File: src/rtl/axi_pkg.sv
// Shared AXI slave definitions: FSM states, burst types and response codes.
package axi_pkg;

  typedef enum logic [1:0] {
    ST_IDLE = 2'd0,
    ST_DATA = 2'd1,
    ST_RESP = 2'd2
  } state_t;

  localparam logic [1:0] BURST_FIXED = 2'd0;
  localparam logic [1:0] BURST_INCR  = 2'd1;

  // Polarity matches the master's completion check on BRESP.
  localparam logic RESP_OKAY = 1'b1;
  localparam logic RESP_ERR  = 1'b0;

endpackage

File: src/rtl/axi_burst_addr_gen.sv
// Burst address tracker: holds the current byte address, steps it per beat
// (INCR) or holds it (FIXED), and flags addresses beyond the memory window.
module axi_burst_addr_gen
  import axi_pkg::*;
#(
  parameter int ADDR_WIDTH     = 32,
  parameter int MEM_ADDR_WIDTH = 10
) (
  input  logic                      clk,
  input  logic                      rst,
  input  logic                      load,
  input  logic [ADDR_WIDTH-1:0]     load_addr,
  input  logic [2:0]                load_size,
  input  logic [1:0]                load_burst,
  input  logic                      step,
  output logic [MEM_ADDR_WIDTH-1:0] word_idx,
  output logic                      out_of_range
);

  logic [ADDR_WIDTH-1:0] cur_addr;
  logic [2:0]            size;
  logic [1:0]            burst;

  always_ff @(posedge clk) begin
    if (rst) begin
      cur_addr <= '0;
      size     <= '0;
      burst    <= '0;
    end else if (load) begin
      cur_addr <= load_addr;
      size     <= load_size;
      burst    <= load_burst;
    end else if (step && burst != BURST_FIXED) begin
      // Any non-FIXED encoding behaves as INCR; the sum wraps naturally.
      cur_addr <= cur_addr + (ADDR_WIDTH'(1) << size);
    end
  end

  assign word_idx     = cur_addr[MEM_ADDR_WIDTH+1:2];
  assign out_of_range = (cur_addr >> (MEM_ADDR_WIDTH + 2)) != '0;

endmodule

File: src/rtl/axi_slave_write_channel.sv
// AXI-style write slave: takes one AW burst, writes each W beat straight to a
// word-addressed memory port, then returns a single B response.
module axi_slave_write_channel
  import axi_pkg::*;
#(
  parameter int ADDR_WIDTH          = 32,
  parameter int WRITE_CHANNEL_WIDTH = 32,
  parameter int WRITE_BURST_LEN     = 8,
  parameter int MEM_ADDR_WIDTH      = 10
) (
  input  logic                           clk,
  input  logic                           rst,
  input  logic                           AWVALID,
  output logic                           AWREADY,
  input  logic [ADDR_WIDTH-1:0]          AWADDR,
  input  logic [WRITE_BURST_LEN-1:0]     AWLEN,
  input  logic [2:0]                     AWSIZE,
  input  logic [1:0]                     AWBURST,
  input  logic                           WVALID,
  output logic                           WREADY,
  input  logic [WRITE_CHANNEL_WIDTH-1:0] WDATA,
  input  logic                           WLAST,
  output logic                           BVALID,
  input  logic                           BREADY,
  output logic                           BRESP,
  output logic                           mem_we,
  output logic [MEM_ADDR_WIDTH-1:0]      mem_waddr,
  output logic [WRITE_CHANNEL_WIDTH-1:0] mem_wdata,
  output logic                           busy
);

  state_t                     state, state_nxt;
  logic [WRITE_BURST_LEN-1:0] len, beat_cnt;
  logic                       err;
  logic                       aw_hs, w_hs, b_hs, last_beat;
  logic [MEM_ADDR_WIDTH-1:0]  word_idx;
  logic                       oor;

  // Ready/valid are pure state decodes, forced low while reset is applied.
  assign AWREADY   = !rst && state == ST_IDLE;
  assign WREADY    = !rst && state == ST_DATA;
  assign BVALID    = !rst && state == ST_RESP;
  assign aw_hs     = AWVALID && AWREADY;
  assign w_hs      = WVALID && WREADY;
  assign b_hs      = BVALID && BREADY;
  assign last_beat = beat_cnt == len;

  axi_burst_addr_gen #(
    .ADDR_WIDTH    (ADDR_WIDTH),
    .MEM_ADDR_WIDTH(MEM_ADDR_WIDTH)
  ) u_addr_gen (
    .clk         (clk),
    .rst         (rst),
    .load        (aw_hs),
    .load_addr   (AWADDR),
    .load_size   (AWSIZE),
    .load_burst  (AWBURST),
    .step        (w_hs),
    .word_idx    (word_idx),
    .out_of_range(oor)
  );

  always_ff @(posedge clk) begin
    if (rst) state <= ST_IDLE;
    else     state <= state_nxt;
  end

  always_comb begin
    state_nxt = state;
    case (state)
      ST_IDLE: if (aw_hs) state_nxt = ST_DATA;
      // Burst ends on the counted last beat or an early WLAST, whichever first.
      ST_DATA: if (w_hs && (last_beat || WLAST)) state_nxt = ST_RESP;
      ST_RESP: if (b_hs) state_nxt = ST_IDLE;
      default: state_nxt = ST_IDLE;
    endcase
  end

  always_ff @(posedge clk) begin
    if (rst) begin
      len      <= '0;
      beat_cnt <= '0;
      err      <= 1'b0;
    end else if (aw_hs) begin
      len      <= AWLEN;
      beat_cnt <= '0;
      err      <= 1'b0;
    end else if (w_hs) begin
      beat_cnt <= beat_cnt + 1'b1;
      if ((WLAST != last_beat) || oor) err <= 1'b1;
    end
  end

  assign mem_we    = w_hs && !oor;
  assign mem_waddr = w_hs ? word_idx : '0;
  assign mem_wdata = w_hs ? WDATA : '0;
  assign BRESP     = BVALID ? (err ? RESP_ERR : RESP_OKAY) : RESP_ERR;
  assign busy      = state != ST_IDLE;

endmodule

File: config.mk
export PLATFORM = sky130hd
export DESIGN_NAME = axi_slave_write_channel
export DESIGN_NICKNAME = d
export VERILOG_FILES = /design/src/rtl/axi_pkg.sv /design/src/rtl/axi_burst_addr_gen.sv /design/src/rtl/axi_slave_write_channel.sv
export SDC_FILE = /design/constraint.sdc
export NUM_CORES = 1
export LEC_CHECK = 0
export BUFFER_PORTS_ARGS = -buffer_cell sky130_fd_sc_hd__buf_4
export CAP_MARGIN = 10
export CORE_UTILIZATION = 51
export DETAILED_ROUTE_END_ITERATION = 10
export PLACE_DENSITY = 0.86
export SYNTH_ARGS = -nofsm -noshare
export SYNTH_HDL_FRONTEND = slang
export SYNTH_HIERARCHICAL = 1
export SYNTH_SLANG_ARGS = --single-unit
File: constraint.sdc
create_clock -name clk -period 3.04 [get_ports clk]
set_input_delay 0.608 -clock clk [delete_from_list [all_inputs] [get_ports clk]]
set_output_delay 0.608 -clock clk [all_outputs]
set_load 0.01 [all_outputs]
## Word level (Yosys, flattened, before mapping)

Cells that the tools add are included.

- Add/sub/neg operators: 2
- Equality and inequality tests: 7
- Shift operators: 1
- Muxes and demuxes: 10
- Reduce and logical (&&, ||, !) cells: 21

Operators with widths:

| kind | count |
|---|---|
| $mux W32 | 3 |
| $add A32 B32 Y32 | 1 |
| $reduce_bool A32 Y1 | 1 |
| $shl A1 B3 Y32 const A | 1 |
| $mux W10 | 1 |
| $logic_and A1 B1 Y1 | 9 |
| $add A8 B1 Y8 const B | 1 |
| $eq A8 B8 Y1 | 1 |
| $mux W2 | 3 |
| $pmux W2 S3 | 1 |
| $reduce_bool A2 Y1 | 3 |
| $ne A2 B2 Y1 const B | 2 |
| $reduce_and A3 Y1 | 1 |
| $eq A2 B1 Y1 const B | 1 |
| $eq A2 B2 Y1 const B | 1 |
| $logic_not A1 Y1 | 2 |
| $logic_not A2 Y1 | 1 |
| $logic_or A1 B1 Y1 | 2 |
| $mux W1 | 2 |
| $ne A2 B1 Y1 const B | 1 |
| $reduce_and A2 Y1 | 1 |
| $reduce_or A2 Y1 | 1 |
| $ne A1 B1 Y1 | 1 |

- Flip-flop bits (word level): 56
- Input bits: 83
- Output and inout port bits: 48
- Logic and storage cells: 48

## Longest topological paths before layout

Gate-level depths: netlist of the first run.

- Word-level depth: 6
- Gate-level depth with buffers: 11
- Gate-level depth less buffers: 8

## Modules after synthesis

Netlist of the first run, hierarchy kept.

By module, submodules not included:

| module | times used | cells each | area an instance (µm²) | seq. area each (µm²) |
|---|---|---|---|---|
| axi_burst_addr_gen | 1 | 314 | 2,526.2 | 740.7 |
| axi_slave_write_channel | 1 | 144 | 1,198.6 | 380.4 |

## Least setup slack after synthesis of the first run

OpenSTA, ideal clock, no wires.

- Path type: input port to flip-flop
- Start: input port rst
- End: register u_addr_gen.cur_addr[14]
- Data arrival time: 2,503 ps
- Required time: 2,949 ps
- Setup slack: 446 ps
- Stages: 8
- Path through: nand4bb_4 clkinv_1 clkbuf_1 o21ai_1 a21o_1 or2_2 or3_1 a311oi_1

- Longest elaborated chain between the ends: 5

RTL lines:

| what | RTL line | text |
|---|---|---|
| from (decl) | axi_slave_write_channel.sv:12 | `input logic rst,` |
| $logic_not A1 Y1 | axi_slave_write_channel.sv:41 | `assign WREADY = !rst && state == ST_DATA;` |
| $logic_and A1 B1 Y1 | axi_slave_write_channel.sv:41 |  |
| $logic_and A1 B1 Y1 | axi_slave_write_channel.sv:44 | `assign w_hs = WVALID && WREADY;` |
| net w_hs | axi_slave_write_channel.sv:35 | `logic aw_hs, w_hs, b_hs, last_beat;` |
| $logic_and A1 B1 Y1 | axi_burst_addr_gen.sv:33 | `end else if (step && burst != BURST_FIXED) begin` |
| $reduce_bool A2 Y1 (no source line) | n/a |  |
| to (signal assigned) | axi_burst_addr_gen.sv:30 | `cur_addr <= load_addr;` |
| to (signal assigned) | axi_burst_addr_gen.sv:35 | `cur_addr <= cur_addr + (ADDR_WIDTH'(1) << size);` |
| to (decl) | axi_burst_addr_gen.sv:20 | `logic [ADDR_WIDTH-1:0] cur_addr;` |

The timed path passes the listed nets, and every way through them passes these cells.
A chain may end at the register's enable or synchronous reset.

## Final worst setup path of the first run

- Start: register u_addr_gen.size[0]
- End: register u_addr_gen.cur_addr[15]

- Longest elaborated chain between the ends: 4

RTL lines:

| what | RTL line | text |
|---|---|---|
| from (decl) | axi_burst_addr_gen.sv:21 | `logic [2:0] size;` |
| from (signal assigned) | axi_burst_addr_gen.sv:31 | `size <= load_size;` |
| $shl A1 B3 Y32 | axi_burst_addr_gen.sv:35 |  |
| $add A32 B32 Y32 | axi_burst_addr_gen.sv:35 |  |
| $mux W32 | axi_burst_addr_gen.sv:33 |  |
| $mux W32 | axi_burst_addr_gen.sv:29 | `end else if (load) begin` |

No other way between the ends. The select of a mux whose other input is x is not followed.

==> results by group, run 1 <==
Power
  • Leak pwr: 2.02 nW
  • Total power: 1.66 mW
  • Worst VDD drop: 235 uV
  • Pwr dens: 346 nW/um^2

Clocking
  • Post-CTS Setup Inserts: 0
  • Number of H-tree levels: 2
  • Worst-Skew Late Latency: 320 ps
  • CTS Buf Count: 5
  • CTS tree: built
  • Reg clk slew, reported paths: 100 ps
  • Clk buf depth: 2
  • CTS sink count: 56
  • Root Driver: clkbuf_8

Floorplanning
  • Die Wd: 87.5 um
  • Initial core utilization: 53.9%
  • I/O pin cnt: 131
  • # rows: 30
  • Die Y: 87.5 um
  • Die area: 7650 um^2
  • Core footprint: 6910 um^2

Global routing
  • First-pass GRT wire length: 16700 um
  • Vias in the first global route: 3534
  • Antenna violations before repair: 0
  • Largest net degree at the start of global routing: 54
  • GRT Resource Usage Total: 27.8%
  • Grt total ovfl: 0

Timing
  • Setup_tns: 0 ps
  • Setup Viol. Count Final: 0
  • Worst setup margin: 200 ps
  • Post-route minimum period: 2840 ps
  • Layout Skew: 11.2 ps
  • Worst-Margin Slew: 573 ps
  • Max-Slew Margin vs Limit: 61.8%
  • RSZ-0062 raised after global routing: true
  • Final Hold Fails: 0
  • Final Slew Violations: 0
  • Final Cycle Share: 93.4%
  • Fmax achieved: 352 MHz

Synthesis
  • Mapped Cells: 458
  • Most common cell in the netlist: dfxtp_1
  • Most instantiated cells after synthesis: dfxtp_1 (56), and2_1 (47), nand2_1 (33)
  • Yosys warns: 6
  • Synth Area per Inst: 8.13 um^2
  • Seq/Total Area, Yosys: 30.1%
  • Yosys reg bits: 56
  • Area leader, netlist: dfxtp_1
  • Primary FF master, synth: dfxtp_1
  • Yosys cell types: 55
  • Syn_nets: 552
  • Yosys top cell area share: 30.1%
  • Async S/R FF share, synth: 0%
  • EDFF count, synth: 0
  • Synth top area cells: dfxtp_1 (30%), and2_1 (7.9%), a21oi_1 (3.4%), ha_1 (3.4%), nand2_1 (3.3%)
  • Mapped Area: 3720 um^2

Critical path
  • Critical Path Source Type: register
  • Worst path max stage delay: 540 ps
  • CP required: 3240 ps
  • Cells along the critical path: and3b_1 -> ha_1 -> and3_4 -> or3b_1 -> a21oi_1 -> a311oi_1 -> a2111oi_1
  • Crit. End Element: register
  • Worst EP arrival: 3040 ps
  • CP max-delay cell: or3b_1
  • Kind of critical path: reg -> reg
  • Crit path max fanout: 9

Route
  • Starting DRC count in detailed routing: 265
  • DRC: 0
  • Final ANT Viol Nets: 0
  • Detailed-route wire length per cell: 15.8 um
  • Detailed Routing Iterations Pass 1: 5
  • Final wirelength: 10400 um
  • Routed vias: 3778
  • Vias per Instance: 5.72

Final layout
  • Layout cell share with drive strength beyond 1: 28.0%
  • Area Growth Syn to Fin: 28.7%
  • # nets final: 658
  • N_diodes: 0

Hold path
  • Hold/Removal Path Class: reg -> reg

Placement
  • GPL Wtd Cong: 0.979
  • Port bufs: 130
  • Final HPWL from detailed placement: 7630 um
  • Pre-CTS setup slack: 278 ps

Outcome
  • Status: finished, final reports clean

Job
  • Number of max-cap violations: 0
-- registers in the layout, indices dropped and copies added, names as in the netlist --
register and count:
beat_cnt 8, len 8, state 2, u_addr_gen/size 3
u_addr_gen/cur_addr 32, u_addr_gen/burst 2, err 1
-- worst max-delay path, delay by kind of cell (launching register included) --
kind	cells	cell delay, ps
simple gates	3	1000
fa+ha+maj	1	390
compound gates	3	850
flops	1	460
-- report_power, final --
group	switching, mW	internal [mW]	total [mW]
logic	0.146	0.180	0.327
clock network	0.255	0.244	0.499
registers	0.0551	0.776	0.831
total	0.456	1.20	1.66
-- worst paths after layout --
path,from,endpoint,slack (ps),cells after the start
max,u_addr_gen/size[0]$_SDFFE_PP0P_,u_addr_gen/cur_addr[15]$_SDFFE_PP0P_,200,7
min,err$_SDFFE_PP0P_,err$_SDFFE_PP0P_,460,2
max reg2reg,u_addr_gen/size[0]$_SDFFE_PP0P_,u_addr_gen/cur_addr[15]$_SDFFE_PP0P_,200,7
min reg2reg,err$_SDFFE_PP0P_,err$_SDFFE_PP0P_,460,2
-- per-layer routing --
layer	vias to the layer above	global-route usage, %	part of all wire [%]
met5	-	0	0
met4	0	8.64	1.6
met3	19	3.41	5.6
met2	135	44.5	48
met1	1751	38.9	45
li1	1873	-	-
-- cell families (layout without fill, tap and decap cells) --
| family | count (synthesis) | after routing | share of synthesized area, % |
|---|---|---|---|
| fa+ha+maj | 11 | 11 | 3.90 |
| flops | 56 | 56 | 30.1 |
| buf+inv | 54 | 161 | 7.22 |
| xor+xnor | 25 | 25 | 5.88 |
| mux | 6 | 6 | 1.61 |
| simple gates | 203 | 203 | 31.3 |
| compound gates | 103 | 103 | 20.0 |
-- through the flow --
stage	util [%]	instances	hold slack, ps	cell area [um^2]
after floorplan	-	458	424	3720
after global placement	67.7	653	445	4680
after detailed placement	67.7	653	455	4680
after CTS	69.3	661	469	4790
after global routing	69.4	661	502	4790
final	69.4	661	465	4790
-- layout make-up --
type | count | area [um^2]
multi-input combinational | 348 | 2340
clock inverter | 3 | 42.5
inverter | 16 | 60.1
sequential | 56 | 1120
tap | 96 | 120
timing repair buffer | 137 | 1040
fill | 603 | 2110
clock buffer | 5 | 68.8
-- repair_timing --
action,in CTS,in global routing
resized for setup,0,1
hold buffers,0,0
setup endpoints to repair,0,5
-- cell usage in the layout (no fill, tap or decap), drive strengths merged, types with 12 or more instances in the layout --
master,instances
xnor2,14
nor2,31
and2,48
a211oi,14
a21oi,25
nand2,33
o21ai,15
a2111oi,12
nand4,12
dfxtp,56
nor3,12
inv,15
buf,137
Note: power is estimated with default switching activity, not from simulation.
==> inputs of run 2 (changes only) <==
--- a/config.mk
+++ b/config.mk
@@ -7,9 +7,11 @@
 export LEC_CHECK = 0
 export BUFFER_PORTS_ARGS = -buffer_cell sky130_fd_sc_hd__buf_4
 export CAP_MARGIN = 10
-export CORE_UTILIZATION = 51
+export CELL_PAD_IN_SITES_DETAIL_PLACEMENT = 1
+export CELL_PAD_IN_SITES_GLOBAL_PLACEMENT = 2
+export CORE_UTILIZATION = 28
 export DETAILED_ROUTE_END_ITERATION = 10
-export PLACE_DENSITY = 0.86
+export PLACE_DENSITY = 0.85
 export SYNTH_ARGS = -nofsm -noshare
 export SYNTH_HDL_FRONTEND = slang
 export SYNTH_HIERARCHICAL = 1
==> run 2 against run 1 <==
Clock power up 65%. Clock skew fell by 6.1 ps. Via count about the same. Sequential power barely moved. Combinational power is 3% higher. Highest routed layer unchanged.
==> results by group, run 2 (synthesis results as in run 1) <==
Outcome
  • Status: finished, final reports clean

Floorplanning
  • I/O pin cnt: 131
  • Initial core utilization: 29.2%
  • # rows: 41
  • Die area: 13800 um^2
  • Core footprint: 12800 um^2
  • Die Wd: 117 um
  • Die Y: 117 um

Power
  • Design internal power: 1.51 mW
  • Clk pwr share: 41.4%
  • Psw: 0.479 mW
  • Sequential power share: 41.7%
  • Sw frac: 24.0%
  • Worst VDD drop: 274 uV
  • Part of the power in combinational logic: 16.9%
  • Pwr dens: 397 nW/um^2
  • Total power: 1.99 mW
  • Leak pwr: 2.09 nW

Global routing
  • Vias in the first global route: 3933
  • First-pass GRT wire length: 20600 um
  • GRT Resource Usage Total: 18.2%
  • Antenna violations before repair: 0
  • Largest net degree at the start of global routing: 54
  • Grt total ovfl: 0

Placement
  • Cell Area, Placed: 4800 um^2
  • Port bufs: 130
  • Final HPWL from detailed placement: 9370 um
  • GPL Wtd Cong: 0.859

Final layout
  • Most flop-heavy register: u_addr_gen/cur_addr
  • N_diodes: 0
  • Most frequent cells in the layout: buf_4 (139), dfxtp_1 (56), and2_1 (46)
  • Most common cell after layout, fill and taps aside: buf_4
  • Largest registers: u_addr_gen/cur_addr (32), beat_cnt (8), len (8)
  • Layout cell share with drive strength beyond 1: 28.5%
  • Area Growth Syn to Fin: 34.7%
  • Design Area, Final: 5020 um^2
  • Largest register FFs: 32
  • # nets final: 661

Timing
  • Fmax achieved: 356 MHz
  • Max-Slew Margin vs Limit: 53.9%
  • Final Cycle Share: 92.5%
  • Worst-Margin Slew: 690 ps
  • Setup Viol. Count Final: 0
  • Final Slew Violations: 0
  • RSZ-0062 raised after global routing: false
  • Layout Skew: 5.06 ps
  • Setup_tns: 0 ps
  • Worst hold margin: 465 ps
  • Final Hold Fails: 0
  • Post-route minimum period: 2810 ps

Job
  • Number of max-cap violations: 0

Critical path
  • Worst EP arrival: 2970 ps
  • Worst Reg-to-Reg Cells: 9
  • CP required: 3200 ps
  • Flop-to-flop setup slack: 230 ps
  • Crit. End Element: register
  • Setup crit start: u_addr_gen/size[2]$_SDFFE_PP0P_
  • R2R Path End: u_addr_gen/cur_addr[22]$_SDFFE_PP0P_
  • R2R Path Start: u_addr_gen/size[2]$_SDFFE_PP0P_
  • Crit path max fanout: 11
  • Critical Path Source Type: register
  • Kind of critical path: reg -> reg

Clocking
  • CTS tree: built
  • Root Driver: clkbuf_16
  • CTS hold repair buffers: 0
  • Number of H-tree levels: 2
  • Reg clk slew, reported paths: 70 ps
  • CTS Buf Count: 5
  • CTS sink count: 56
  • Post-CTS Setup Inserts: 0
  • Worst-Skew Late Latency: 290 ps
  • Clk buf depth: 2

Route
  • Starting DRC count in detailed routing: 165
  • Final ANT Viol Nets: 0
  • Vias per Instance: 5.10
  • Final wirelength: 12500 um
  • Routed vias: 3775
  • Detailed Routing Iterations Pass 1: 4
  • DRC: 0
  • Detailed-route wire length per cell: 16.9 um

Hold path
  • Hold Path End: err$_SDFFE_PP0P_
  • Hold/Removal Path Class: reg -> reg
  • Hold path start: err$_SDFFE_PP0P_
  • Hold path depth: 2
==> run 2: cell types whose count changed in the layout (fill, tap and decap cells not counted) <==
cell,before,now
clkbuf_16,0,5
clkbuf_8,5,0
bufinv_16,1,3
clkinvlp_4,1,0
buf_4,136,139
or3b_1,1,0
clkinv_2,1,0
a21oi_2,0,1
nor2_2,1,0
or3b_4,1,2
nor2_1,30,31
a21oi_1,25,24
==> run 2: worst max-delay path by stage <==
| stage | end | slack (ps) | cells past startpoint |
|---|---|---|---|
| floorplan | u_addr_gen/cur_addr[14]$_SDFFE_PP0P_ | 450 | 8 |
| global placement | u_addr_gen/cur_addr[31]$_SDFFE_PP0P_ | 350 | 7 |
| detailed placement | u_addr_gen/cur_addr[13]$_SDFFE_PP0P_ | 240 | 7 |
| CTS | u_addr_gen/cur_addr[13]$_SDFFE_PP0P_ | 190 | 7 |
| global route | u_addr_gen/cur_addr[24]$_SDFFE_PP0P_ | 40 | 9 |
| finish | u_addr_gen/cur_addr[22]$_SDFFE_PP0P_ | 230 | 9 |
==> run 2: cell type report <==
class                   instances  area, um^2
flip-flops and latches         56        1120
well taps                     172         215
clock inverters                 3        90.1
inverters                      16        60.1
clock buffers                   5         125
repair buffers                140        1060
fillers                      1498        7760
multi-input cells             348        2340
==> run 2: worst max-delay path, stage by stage, from the launching register on <==
cell and delay (ps):
dfxtp_1 460, nor3_1 100, ha_1 230, fa_1 450, a211oi_1 400, o211a_1 290, nor2_1 70, buf_4 180
and4_1 200, a2111oi_0 310
==> run 2: per-stage QoR <==
stage	std cells	setup slack, ps	util (%)
after CTS	740	191	39.2
after detailed placement	732	236	37.5
after global placement	732	350	37.5
after floorplan	458	446	-
after global routing	740	42.8	39.3
final	740	228	39.3
==> run 2: power groups by stage <==
stage / registers (mW) / clock network [mW] / logic (mW)
2_1_floorplan: 0.825 / 0 / 0.201
3_3_place_gp: 0.846 / 0 / 0.326
3_5_place_dp: 0.847 / 0 / 0.337
4_1_cts: 0.830 / 0.845 / 0.340
5_1_grt: 0.840 / 0.873 / 0.371
6_report: 0.830 / 0.824 / 0.337
==> run 2: metal layers <==
layer / track usage (%) / share of wire, %
met5: 0 / 0
met4: 4.46 / 1.3
met2: 30.5 / 47
met1: 24.3 / 47
met3: 2.87 / 4.8
==> run 2: what timing repair did <==
action | CTS | global route
hold endpoints to repair | 0 | 0
endpoints found under the setup margin | 0 | 2
resized for setup | 0 | 2
